--- config.mk ---
export PLATFORM = sky130hd
export DESIGN_NAME = jtag_tap_sync
export DESIGN_NICKNAME = d
export VERILOG_FILES = /design/src/rtl/jtag_tap_sync.sv
export SDC_FILE = /design/constraint.sdc
export NUM_CORES = 1
export LEC_CHECK = 0
export ABC_AREA = 0
export CORE_AREA = 2 2 83 85
export CTS_CLUSTER_SIZE = 40
export DETAILED_ROUTE_END_ITERATION = 10
export DIE_AREA = 0 0 85 87
export PLACE_DENSITY = 0.69
export SLEW_MARGIN = 20
export SYNTH_ARGS = -nofsm -noshare
export SYNTH_HDL_FRONTEND = slang
export SYNTH_SLANG_ARGS = --single-unit
--- constraint.sdc ---
create_clock -name clk_i -period 1.7 [get_ports clk_i]
set_input_delay 0.34 -clock clk_i [delete_from_list [all_inputs] [get_ports clk_i]]
set_output_delay 0.34 -clock clk_i [all_outputs]
set_load 0.01 [all_outputs]
--- src/rtl/jtag_tap_sync.sv ---
// jtag_tap_sync: JTAG TAP target running entirely on clk_i.
// TCK/TMS/TDI/TRSTn are brought into the clk_i domain with 2-flop
// synchronisers, and TCK edges are found with a third flop. The block has the
// 16-state TAP controller, a 5-bit IR, and the BYPASS, IDCODE and CONFREG
// data registers. confreg_o drives SoC test-mode and boot selection.
module jtag_tap_sync #(
  parameter logic [31:0]       IDCODE_VAL = 32'h249511C3,
  parameter int                IR_W       = 5,
  parameter int                CONF_W     = 9,
  parameter logic [CONF_W-1:0] CONF_RST   = '0
) (
  input  logic              clk_i,
  input  logic              rst_n,
  input  logic              jtag_tck_i,
  input  logic              jtag_trst_ni,
  input  logic              jtag_tms_i,
  input  logic              jtag_tdi_i,
  output logic              jtag_tdo_o,
  output logic              jtag_tdo_oe_o,
  output logic [CONF_W-1:0] confreg_o,
  output logic              confreg_upd_o,
  output logic [3:0]        tap_state_o
);

  // TAP state encoding (IEEE 1149.1 style 4-bit codes)
  localparam logic [3:0] TLR    = 4'hF;
  localparam logic [3:0] RTI    = 4'hC;
  localparam logic [3:0] SEL_DR = 4'h7;
  localparam logic [3:0] CAP_DR = 4'h6;
  localparam logic [3:0] SH_DR  = 4'h2;
  localparam logic [3:0] EX1_DR = 4'h1;
  localparam logic [3:0] PAU_DR = 4'h3;
  localparam logic [3:0] EX2_DR = 4'h0;
  localparam logic [3:0] UPD_DR = 4'h5;
  localparam logic [3:0] SEL_IR = 4'h4;
  localparam logic [3:0] CAP_IR = 4'hE;
  localparam logic [3:0] SH_IR  = 4'hA;
  localparam logic [3:0] EX1_IR = 4'h9;
  localparam logic [3:0] PAU_IR = 4'hB;
  localparam logic [3:0] EX2_IR = 4'h8;
  localparam logic [3:0] UPD_IR = 4'hD;

  // Instruction codes. BYPASS (all ones) and every unknown code fall
  // through to the bypass register, so BYPASS needs no explicit compare.
  localparam logic [IR_W-1:0] INS_IDCODE = IR_W'(5'h01);
  localparam logic [IR_W-1:0] INS_CONF   = IR_W'(5'h06);
  localparam logic [IR_W-1:0] IR_CAPTURE = IR_W'(5'b00101);

  // Synchronisers and edge-detect state
  logic [1:0] r_tck_sync;
  logic       r_tck_prev;
  logic [1:0] r_tms_sync;
  logic [1:0] r_tdi_sync;
  logic [1:0] r_trst_sync;

  logic w_tck_rise;
  logic w_tck_fall;
  logic w_tms;
  logic w_tdi;
  logic w_trst_n;

  // TAP controller and registers
  logic [3:0]        r_state;
  logic [3:0]        w_next;
  logic [IR_W-1:0]   r_ir;
  logic [IR_W-1:0]   r_ir_sh;
  logic [31:0]       r_idcode_sh;
  logic [CONF_W-1:0] r_conf_sh;
  logic              r_bypass;
  logic [CONF_W-1:0] r_confreg;
  logic              r_conf_upd;
  logic              r_tdo;
  logic              r_tdo_oe;

  logic w_sel_idcode;
  logic w_sel_conf;
  logic w_dr_lsb;

  // Synchronise the JTAG pins and keep one extra TCK stage for edge detect.
  // trst sync resets to 0 so the TAP stays held until trst is seen high.
  always_ff @(posedge clk_i or negedge rst_n) begin
    if (!rst_n) begin
      r_tck_sync  <= '0;
      r_tck_prev  <= 1'b0;
      r_tms_sync  <= '0;
      r_tdi_sync  <= '0;
      r_trst_sync <= '0;
    end else begin
      r_tck_sync  <= {r_tck_sync[0], jtag_tck_i};
      r_tck_prev  <= r_tck_sync[1];
      r_tms_sync  <= {r_tms_sync[0], jtag_tms_i};
      r_tdi_sync  <= {r_tdi_sync[0], jtag_tdi_i};
      r_trst_sync <= {r_trst_sync[0], jtag_trst_ni};
    end
  end

  // TMS/TDI come from the same sync stage as TCK, so they line up with the edge
  assign w_tck_rise = r_tck_sync[1] & ~r_tck_prev;
  assign w_tck_fall = ~r_tck_sync[1] & r_tck_prev;
  assign w_tms      = r_tms_sync[1];
  assign w_tdi      = r_tdi_sync[1];
  assign w_trst_n   = r_trst_sync[1];

  assign w_sel_idcode = (r_ir == INS_IDCODE);
  assign w_sel_conf   = (r_ir == INS_CONF);

  // TAP next-state function
  always_comb begin
    w_next = r_state;
    case (r_state)
      TLR:     w_next = w_tms ? TLR    : RTI;
      RTI:     w_next = w_tms ? SEL_DR : RTI;
      SEL_DR:  w_next = w_tms ? SEL_IR : CAP_DR;
      CAP_DR:  w_next = w_tms ? EX1_DR : SH_DR;
      SH_DR:   w_next = w_tms ? EX1_DR : SH_DR;
      EX1_DR:  w_next = w_tms ? UPD_DR : PAU_DR;
      PAU_DR:  w_next = w_tms ? EX2_DR : PAU_DR;
      EX2_DR:  w_next = w_tms ? UPD_DR : SH_DR;
      UPD_DR:  w_next = w_tms ? SEL_DR : RTI;
      SEL_IR:  w_next = w_tms ? TLR    : CAP_IR;
      CAP_IR:  w_next = w_tms ? EX1_IR : SH_IR;
      SH_IR:   w_next = w_tms ? EX1_IR : SH_IR;
      EX1_IR:  w_next = w_tms ? UPD_IR : PAU_IR;
      PAU_IR:  w_next = w_tms ? EX2_IR : PAU_IR;
      EX2_IR:  w_next = w_tms ? UPD_IR : SH_IR;
      UPD_IR:  w_next = w_tms ? SEL_DR : RTI;
      default: w_next = TLR;
    endcase
  end

  // State register: advances on each detected TCK rise; trst forces TLR
  always_ff @(posedge clk_i or negedge rst_n) begin
    if (!rst_n) begin
      r_state <= TLR;
    end else if (!w_trst_n) begin
      r_state <= TLR;
    end else if (w_tck_rise) begin
      r_state <= w_next;
    end
  end

  // Instruction path: capture, shift LSB-first, update; entering TLR selects IDCODE
  always_ff @(posedge clk_i or negedge rst_n) begin
    if (!rst_n) begin
      r_ir    <= INS_IDCODE;
      r_ir_sh <= '0;
    end else if (!w_trst_n) begin
      r_ir    <= INS_IDCODE;
      r_ir_sh <= '0;
    end else if (w_tck_rise) begin
      case (r_state)
        CAP_IR:  r_ir_sh <= IR_CAPTURE;
        SH_IR:   r_ir_sh <= {w_tdi, r_ir_sh[IR_W-1:1]};
        UPD_IR:  r_ir    <= r_ir_sh;
        default: ;
      endcase
      if (w_next == TLR) r_ir <= INS_IDCODE;
    end
  end

  // Data registers: only the register selected by IR captures and shifts,
  // so PAUSE holds contents and EX2 -> SH resumes without recapture
  always_ff @(posedge clk_i or negedge rst_n) begin
    if (!rst_n) begin
      r_idcode_sh <= '0;
      r_conf_sh   <= '0;
      r_bypass    <= 1'b0;
    end else if (!w_trst_n) begin
      r_idcode_sh <= '0;
      r_conf_sh   <= '0;
      r_bypass    <= 1'b0;
    end else if (w_tck_rise) begin
      if (r_state == CAP_DR) begin
        if (w_sel_idcode)      r_idcode_sh <= IDCODE_VAL;
        else if (w_sel_conf)   r_conf_sh   <= r_confreg;
        else                   r_bypass    <= 1'b0;
      end else if (r_state == SH_DR) begin
        if (w_sel_idcode)      r_idcode_sh <= {w_tdi, r_idcode_sh[31:1]};
        else if (w_sel_conf)   r_conf_sh   <= {w_tdi, r_conf_sh[CONF_W-1:1]};
        else                   r_bypass    <= w_tdi;
      end
    end
  end

  // CONFREG update with a single-cycle strobe; TLR leaves it alone
  always_ff @(posedge clk_i or negedge rst_n) begin
    if (!rst_n) begin
      r_confreg  <= CONF_RST;
      r_conf_upd <= 1'b0;
    end else if (!w_trst_n) begin
      r_confreg  <= CONF_RST;
      r_conf_upd <= 1'b0;
    end else begin
      r_conf_upd <= 1'b0;
      if (w_tck_rise && (r_state == UPD_DR) && w_sel_conf) begin
        r_confreg  <= r_conf_sh;
        r_conf_upd <= 1'b1;
      end
    end
  end

  // LSB of whichever data register is currently selected
  assign w_dr_lsb = w_sel_idcode ? r_idcode_sh[0] :
                    w_sel_conf   ? r_conf_sh[0]   : r_bypass;

  // TDO and its enable change only on TCK fall; outside shift states TDO holds
  always_ff @(posedge clk_i or negedge rst_n) begin
    if (!rst_n) begin
      r_tdo    <= 1'b0;
      r_tdo_oe <= 1'b0;
    end else if (!w_trst_n) begin
      r_tdo    <= 1'b0;
      r_tdo_oe <= 1'b0;
    end else if (w_tck_fall) begin
      if (r_state == SH_IR)      r_tdo <= r_ir_sh[0];
      else if (r_state == SH_DR) r_tdo <= w_dr_lsb;
      r_tdo_oe <= (r_state == SH_IR) || (r_state == SH_DR);
    end
  end

  assign jtag_tdo_o    = r_tdo;
  assign jtag_tdo_oe_o = r_tdo_oe;
  assign confreg_o     = r_confreg;
  assign confreg_upd_o = r_conf_upd;
  assign tap_state_o   = r_state;

endmodule
== Word-level counts from Yosys, hierarchy flattened ==
Index checks and enable logic that the tools add are counted.
Word-level totals
  bits in writable memories: 0
  bits in read-only memories: 0
  memories: 0
  latch bits: 0
  flip-flop bits (word level): 77
  output and inout port bits: 16
Cells by class
  reduce and logical (&&, ||, !) cells: 13
  magnitude comparators: 0
  bitwise logic cells: 4
  shift operators: 0
  $mul: 0
  muxes and demuxes: 56
  divide/modulo/power cells: 0
  $add $sub $neg: 0
  equality and inequality tests: 33
Operator list (count)
  2-to-1 mux 32 bit: 6
  2-to-1 mux 9 bit: 10
  case mux 4 bit (12 select lines): 1
  equality test 4 bit (second input constant): 9
  2-to-1 mux 5 bit: 6
  inequality test 3 bit (second input constant): 8
  2-to-1 mux 1 bit: 19
  equality test 4 x 3 -> 1 bit (second input constant): 4
  2-to-1 mux 2 bit: 6
  2-to-1 mux 3 bit: 4
  2-to-1 mux 4 bit: 3
  inequality test 3 x 1 -> 1 bit (second input constant): 4
  AND reduction 6 bit: 2
  case mux 5 bit (2 select lines): 1
  equality test 4 x 2 -> 1 bit (second input constant): 2
  inequality test 2 x 1 -> 1 bit (second input constant): 3
  AND reduction 2 bit: 3
  equality test 5 x 1 -> 1 bit (second input constant): 1
  equality test 5 x 3 -> 1 bit (second input constant): 1
  equality test 4 x 1 -> 1 bit (second input constant): 1
  logical NOT 4 bit: 1
  AND reduction 4 bit: 1
  OR reduction 2 bit: 2
  OR reduction 3 bit: 1
  other kinds (4): 7

== Depth between registers and ports, before layout ==
Gate-level depths: netlist of the first run.
  depth in word-level cells: 7
  mapped depth: 6
  depth with buffers taken out: 4

== Worst setup path after synthesis of the first run ==
OpenSTA, ideal clock, no wires.
  path kind: register to register
  start point: register r_state[1], in the netlist tap_state_o[1]
  end point: register r_idcode_sh[12]
  stages on the path, launching flop included: 6
  data required time: 1624 ps
  path slack: 104 ps
  buffers on the path: 1
  data arrival time: 1520 ps
  clock period less this slack: 1596 ps
  path through: dfstp_2 nor3b_2 nand2_1 or3_1 buf_2 o21ai_1
Between the ends
  cells in the longest elaborated chain, start to end: 4
  elaborated cells between the ends (all ways): 9
  classes of those cells: eq/ne: 5; mux: 3; reduce/logical: 1
RTL lines
  start: declaration: line 63  | logic [3:0] r_state;
  start signal: assignment: line 138  | r_state <= w_next;
  equality test 4 x 3 -> 1 bit: line 173  | if (r_state == CAP_DR) begin
  2-to-1 mux 32 bit: line 173
  2-to-1 mux 32 bit: line 172  | end else if (w_tck_rise) begin
  2-to-1 mux 32 bit: line 168  | end else if (!w_trst_n) begin
  end signal: assignment: line 178  | if (w_sel_idcode) r_idcode_sh <= {w_tdi, r_idcode_sh[31:1]};
  end: declaration: line 67  | logic [31:0] r_idcode_sh;
Parallel ways exist; a longest one is shown, timed or not. The select of a mux whose other input is x is not followed.
A chain may end at the register's enable or synchronous reset.

== Worst setup path in the final report of the first run ==
  start point: register r_state[1], in the netlist tap_state_o[1]
  end point: register r_idcode_sh[1]
The elaborated chain is that of the path after synthesis.

==> results of run 1 <==
critical path: cells and delay by family (launching register included):
family | cells | cell delay (ns)
AO/OA/AOI/OAI | 1 | 0.17
buffers and inverters | 1 | 0.16
flip-flops | 1 | 0.56
AND/OR/NAND/NOR | 3 | 0.70
power groups by stage:
stage	combinational, W	clock [W]	sequential [W]
after global placement	0.000215	0	0.00192
after detailed placement	0.000219	0	0.00192
after CTS	0.000224	0.00123	0.00188
final	0.000239	0.00119	0.00189
after global routing	0.000265	0.00130	0.00189
after floorplan	0.000104	0	0.00192
worst max-delay path by stage:
| stage | endpoint | start | cells after the start | slack [ns] |
|---|---|---|---|---|
| floorplan | r_idcode_sh[12]$_DFFE_PN0P_ | tap_state_o[1]$_DFFE_PN1P_ | 5 | 0.10 |
| finish | r_idcode_sh[1]$_DFFE_PN0P_ | tap_state_o[1]$_DFFE_PN1P_ | 5 | 0.01 |
| detailed placement | r_idcode_sh[23]$_DFFE_PN0P_ | tap_state_o[1]$_DFFE_PN1P_ | 5 | 0.04 |
| global route | r_idcode_sh[1]$_DFFE_PN0P_ | tap_state_o[1]$_DFFE_PN1P_ | 5 | -0.07 |
| global placement | r_idcode_sh[31]$_DFFE_PN0P_ | tap_state_o[1]$_DFFE_PN1P_ | 5 | 0.04 |
| CTS | jtag_tdo_o$_DFFE_PN0P_ | tap_state_o[1]$_DFFE_PN1P_ | 5 | 0.002 |
flip-flops by register name, summed over array words and instances (netlist names):
signal	count
r_idcode_sh	32
r_ir_sh	5
r_conf_sh	9
r_trst_sync	2
r_ir	5
r_tck_prev	1
r_tdi_sync	2
tap_state_o	4
jtag_tdo_o	1
jtag_tdo_oe_o	1
r_bypass	1
confreg_upd_o	1
confreg_o	9
r_tms_sync	2
r_tck_sync	2
cell usage after synthesis, types with 2 or more instances:
library cell,count
o21ai_0,4
nor4bb_1,2
a31oi_1,3
nor2b_1,2
o31ai_1,11
nor3_1,3
dfrtp_1,72
a21oi_1,7
nand3_1,3
a21boi_0,2
mux2i_1,8
o21ai_1,14
and4bb_4,2
dfstp_2,5
and3_1,2
buf_2,11
clkbuf_1,7
a22o_1,33
nor2_1,16
nand2_1,31
a41oi_2,2
nand3b_1,3
nand2b_1,5
inv_1,4
area by class of cell:
type                       count  area (um^2)
clock buffer                  10        137.6
multi-input combinational    173         1281
clock inverter                 5        27.53
fill                         523         2584
sequential                    77         1933
tap                           80        100.1
timing repair buffer          50        486.7
inverter                       5        18.77
what timing repair did:
action,4_1_cts,5_1_grt
gates resized for setup,7,22
cloned,0,2
setup endpoints to repair,6,50
setup buffers,2,2
pin swaps,0,1
per-stage QoR:
step	TNS (ns)	power (W)	cell area, um^2	setup slack (ns)	hold slack [ns]
after floorplan	0	0.002022	3203	0.1040	0.04441
after detailed placement	0	0.002144	3669	0.03544	0.3364
after CTS	0	0.003340	3854	0.001771	0.01528
after global placement	0	0.002139	3669	0.03922	0.3336
after global routing	-0.8774	0.003459	3985	-0.06996	0.03035
final	0	0.003318	3985	0.01323	-0.01901
cell families (layout without fill, tap and decap cells):
logic type,Yosys count,count (layout),share of synthesized area
flops,77,77,0.6035
simple gates,80,80,0.1410
buf+inv,23,70,0.03125
mux,8,8,0.02500
compound gates,85,85,0.1992
layer usage:
metal  wire [um]  GRT usage
met5           0          0
met4          76    0.08514
met3         177    0.03791
met2        3202     0.2770
met1        3216     0.2738
==> results.sh, run 1 <==
export IMPL_fin_crit_sh=0.9922
export IMPL_power_per_cell_area_mw_per_mm2=832.6
export IMPL_cp_data_arrival_time_ns=1.95
export IMPL_cpPeakStageDelay_ns=0.56
export IMPL_hpwlAfterDp_um=4122
export IMPL_synthesis_area_mm2=0.003203
export IMPL_finalNonFillerCells=400
export IMPL_p_seq_frac=0.568
export IMPL_dr_pass1_iters=4
export IMPL_path_clk_slew_ns=0.08
export IMPL_worstSetupPathType="flop to flop"
export IMPL_worst_r2r_cell_count=5
export IMPL_die_x_um=85
export IMPL_drv_cap=0
export IMPL_hold_buffers=0
export IMPL_antenna_cells=0
export IMPL_skew_ns=0.007852
export IMPL_clockBufferDepth=2
export IMPL_core_mm2=0.006569
export IMPL_critPathSlowestCell="dfstp_2"
export IMPL_yosysWarnings=0
export IMPL_place_gp_congestion=0.7836
export IMPL_crit_path_end_kind="flop"
export IMPL_hold_viol_final=7
export IMPL_synthArstFlopShare=1.000
export IMPL_root_buffer="clkbuf_8"
export IMPL_die_y_um=87
export IMPL_numCtsBuffers=9
export IMPL_routed_wl_um=6672
export IMPL_final_cell_mix="dfrtp_1 (72), a22o_1 (33), nand2_1 (29)"
export IMPL_die_area_mm2=0.007395
export IMPL_combPwrFrac=0.072
export IMPL_timing_final_crit_period_ns=1.687
export IMPL_syn_area_per_cell_um2=11.73
export IMPL_antenna_found_initial=0
export IMPL_worst_ep_required_time_ns=1.96
export IMPL_route_detailed_drc=0
export IMPL_synth_cells=273
export IMPL_p_int_w=0.002510
export IMPL_rsz0062_at_grt="true"
export IMPL_start_util=0.4876
export IMPL_timing_fmax_ghz=0.5929
export IMPL_drive_gt1_frac=0.2438
export IMPL_worstMarginPinSlew_ns=0.4148
export IMPL_grt_max_degree=78
export IMPL_clk_latency_ns=0.34
export IMPL_critical_path_max_fanout=12
export IMPL_p_clk_frac=0.360
export IMPL_grt_first_pass_wirelength_um=10830
export IMPL_mostFrequentLayoutCell="dfrtp_1"
export IMPL_synth_yosys_seq_area_share=0.6035
export IMPL_grtUsageTotal=0.1892
export IMPL_reg2reg_from="tap_state_o[1]$_DFFE_PN1P_"
export IMPL_synth_edf_count=0
export IMPL_status="complete, but fails checks"
export IMPL_drtIter0Drc=156
export IMPL_ys_top_cells_by_area="dfrtp_1 (56%), a22o_1 (9.0%), dfstp_2 (4.1%)"
export IMPL_io_pins=22
export IMPL_yosysTopAreaCell="dfrtp_1"
export IMPL_drv_slew=0
export IMPL_reg2reg_to="r_idcode_sh[1]$_DFFE_PN0P_"
export IMPL_worstPathCellList="nor3b_4 -> nand2_2 -> or3_1 -> buf_6 -> o21ai_1"
export IMPL_htree_num_levels=3
export IMPL_grt_ovfl_total=0
export IMPL_rrSetupSlack_ns=0.01
export IMPL_rows=30
export IMPL_vias_per_cell=5.705
export IMPL_ant_nets=0
export IMPL_synth_top_area_share=0.5625
export IMPL_ir_drop_mv=0.4761
export IMPL_slew_headroom=0.7235
export IMPL_syn_num_nets=279
export IMPL_cts_tree="built"
export IMPL_area_growth_pct=24.41
export IMPL_cts_sinks=77
export IMPL_ys_ff_latch=77
export IMPL_violations="hold timing"
export IMPL_setup_violations=0
export IMPL_swShare=0.2434
export IMPL_dp_cells=379
export IMPL_leakage_nw=1.788
export IMPL_grt_pass1_vias=2237
export IMPL_nNetsFinal=322
export IMPL_fin_util=0.6067
export IMPL_hold_slack_ns=-0.01901
export IMPL_ys_flop_type="dfrtp_1"
export IMPL_via_count=2282
export IMPL_wl_per_cell_um=16.68
export IMPL_synth_cell_types=45
export IMPL_portBuffers=21
export IMPL_start_kind="flop"
export IMPL_power_switching_w=0.0008076
export IMPL_hp_class="primary input to asynchronous set/reset pin"
Power figures use the tool's default switching activity.
==> run 2: changes to the inputs <==
--- a/config.mk
+++ b/config.mk
@@ -6,11 +6,13 @@
 export NUM_CORES = 1
 export LEC_CHECK = 0
 export ABC_AREA = 0
+export CAP_MARGIN = 10
 export CORE_AREA = 2 2 83 85
 export CTS_CLUSTER_SIZE = 40
 export DETAILED_ROUTE_END_ITERATION = 10
 export DIE_AREA = 0 0 85 87
-export PLACE_DENSITY = 0.69
+export GPL_ROUTABILITY_DRIVEN = 1
+export PLACE_DENSITY_LB_ADDON = 0.25
 export SLEW_MARGIN = 20
 export SYNTH_ARGS = -nofsm -noshare
 export SYNTH_HDL_FRONTEND = slang
==> run 2 against run 1 <==
The flow now finishes without violations. Total power rose by 10%. Highest routed layer unchanged. Global-route usage is 0.16 points higher. Largest cell class unchanged. Sequential cell count unchanged. Register-to-register slack improved by 0.03 ns. Largest power group unchanged. Routed wire length decreased by 2.3%. Sequential share of layout area decreased by 0.93 points. Hold slack better by 0.37 ns. Clock power is 29% higher. Clock-buffer cell count unchanged. Die area stayed put.
==> results.sh, run 2 (synthesis gave the netlist of run 1 again) <==
export IMPL_drv_cap=0
export IMPL_io_pins=22
export IMPL_rrSetupSlack_ns=0.04
export IMPL_critical_path_max_fanout=4
export IMPL_grt_max_degree=38
export IMPL_holdCritStartpoint="r_tck_sync[0]$_DFF_PN0_"
export IMPL_status="finished clean"
export IMPL_die_area_mm2=0.007395
export IMPL_mostFrequentLayoutCell="dfrtp_1"
export IMPL_hpwlAfterDp_um=4184
export IMPL_path_clk_slew_ns=0.08
export IMPL_hp_class="flop to flop"
export IMPL_drtIter0Drc=151
export IMPL_grt_first_pass_wirelength_um=11140
export IMPL_stdcell_area_mm2=0.004063
export IMPL_worstMarginPinSlew_ns=0.3719
export IMPL_grt_ovfl_total=0
export IMPL_dr_pass1_iters=4
export IMPL_power_per_cell_area_mw_per_mm2=901.3
export IMPL_fillers=525
export IMPL_core_mm2=0.006569
export IMPL_worst_r2r_cell_count=5
export IMPL_worstSetupPathType="flop to flop"
export IMPL_cts_sinks=77
export IMPL_reg2reg_from="r_ir[1]$_DFFE_PN0P_"
export IMPL_ant_nets=0
export IMPL_routed_wl_um=6521
export IMPL_start_kind="flop"
export IMPL_hold_viol_final=0
export IMPL_hold_slack_ns=0.3528
export IMPL_root_buffer="clkbuf_8"
export IMPL_worstPathCellList="buf_4 -> and4bb_4 -> and2_4 -> or4_4 -> a21oi_2"
export IMPL_rows=30
export IMPL_pre_cts_slack_ns=0.02709
export IMPL_critPathSlowestCell="or4_4"
export IMPL_rsz0062_at_grt="true"
export IMPL_vias_per_cell=5.623
export IMPL_setup_violations=0
export IMPL_wl_per_cell_um=16.06
export IMPL_fin_util=0.6185
export IMPL_setup_ws_ns=0.03969
export IMPL_die_y_um=87
export IMPL_post_dp_cell_area_mm2=0.003711
export IMPL_final_cell_mix="dfrtp_1 (72), a22o_1 (33), nand2_1 (29)"
export IMPL_reg2reg_to="r_bypass$_DFFE_PN0P_"
export IMPL_antenna_found_initial=0
export IMPL_timing_final_crit_period_ns=1.660
export IMPL_largest_reg_flops=32
export IMPL_worst_ep_required_time_ns=1.98
export IMPL_area_growth_pct=26.84
export IMPL_skew_ns=0.006981
export IMPL_slew_headroom=0.7487
export IMPL_hold_end="r_tck_sync[1]$_DFF_PN0_"
export IMPL_portBuffers=21
export IMPL_cp_data_arrival_time_ns=1.94
export IMPL_top_register="r_idcode_sh"
export IMPL_fin_crit_sh=0.9767
export IMPL_clockBufferDepth=2
export IMPL_antenna_cells=0
export IMPL_via_count=2283
export IMPL_cpPeakStageDelay_ns=0.53
export IMPL_ir_drop_mv=0.4415
export IMPL_route_detailed_drc=0
export IMPL_grt_pass1_vias=2274
export IMPL_htree_num_levels=3
export IMPL_place_gp_congestion=0.7732
export IMPL_holdPathStages=0
export IMPL_timing_fmax_ghz=0.6023
export IMPL_cts_tree="built"
export IMPL_start_util=0.4876
export IMPL_die_x_um=85
export IMPL_crit_path_end_kind="flop"
export IMPL_nNetsFinal=327
export IMPL_clk_latency_ns=0.35
export IMPL_numCtsBuffers=9
export IMPL_leakage_nw=1.825
export IMPL_drv_slew=0
export IMPL_drive_gt1_frac=0.2515
export IMPL_grtUsageTotal=0.1908
==> run 2: changes by cell type in the layout (fill, tap and decap cells not counted), moves of 2 or more <==
cell,previous run,this run
clkinv_2,4,2
o31ai_2,5,3
buf_4,22,27
o31ai_1,6,8
bufinv_16,0,2
==> run 2: critical path: cells and delay by family, from the launching register on <==
family	cells	cell delay, ns
compound gates	1	0.12
flops	1	0.41
buf+inv	1	0.15
simple gates	3	0.92
==> run 2: stage by stage <==
step           total power [W]  TNS [ns]  cells
2_1_floorplan         0.002022         0    273
3_3_place_gp          0.002145         0    383
3_5_place_dp          0.002148         0    383
4_1_cts               0.003691         0    404
5_1_grt               0.003808   -0.1825    406
6_report              0.003661         0    406
==> run 2: worst max path at each step <==
stage                               start                     endpoint  slack [ns]
3_5_place_dp          r_ir[1]$_DFFE_PN0P_  r_idcode_sh[26]$_DFFE_PN0P_        0.03
4_1_cts        tap_state_o[2]$_DFFE_PN1P_     confreg_o[0]$_DFFE_PN0P_       0.003
3_3_place_gp   tap_state_o[0]$_DFFE_PN1P_         r_bypass$_DFFE_PN0P_        0.07
6_report              r_ir[1]$_DFFE_PN0P_         r_bypass$_DFFE_PN0P_        0.04
5_1_grt               r_ir[1]$_DFFE_PN0P_  r_idcode_sh[17]$_DFFE_PN0P_       -0.03
2_1_floorplan  tap_state_o[1]$_DFFE_PN1P_  r_idcode_sh[12]$_DFFE_PN0P_        0.10
==> run 2: what timing repair did <==
item,in CTS,in global routing
setup endpoints to repair,5,50
pin swaps,3,4
gates resized for setup,5,19
buffers inserted,4,2
hold buffers,1,0
cloned,0,1
hold endpoints to repair,22,0
==> run 2: layer usage <==
metal / wire length [um] / vias up / global-route usage
met5: 0 / - / 0
li1: - / 1093 / -
met3: 265 / 9 / 0.04265
met1: 3200 / 1138 / 0.2846
met4: 92 / 0 / 0.06494
met2: 2962 / 43 / 0.2770
==> run 2: power breakdown <==
group	leakage, nW	internal [W]	switching [W]	total (W)
Sequential	1.04	0.00186	0.0000251	0.00189
Combinational	0.677	0.0000955	0.000137	0.000233
Clock	0.112	0.000864	0.000679	0.00154
Total	1.83	0.00282	0.000841	0.00366
==> run 2: layout make-up <==
class,count,area (um^2),share of cell area
inverter,5,18.77,0.004620
clock buffer,10,137.6,0.03388
multi-input combinational,173,1264,0.3111
tap,80,100.1,0.02464
sequential,77,1933,0.4758
timing repair buffer,55,523.0,0.1287
clock inverter,6,86.33,0.02125
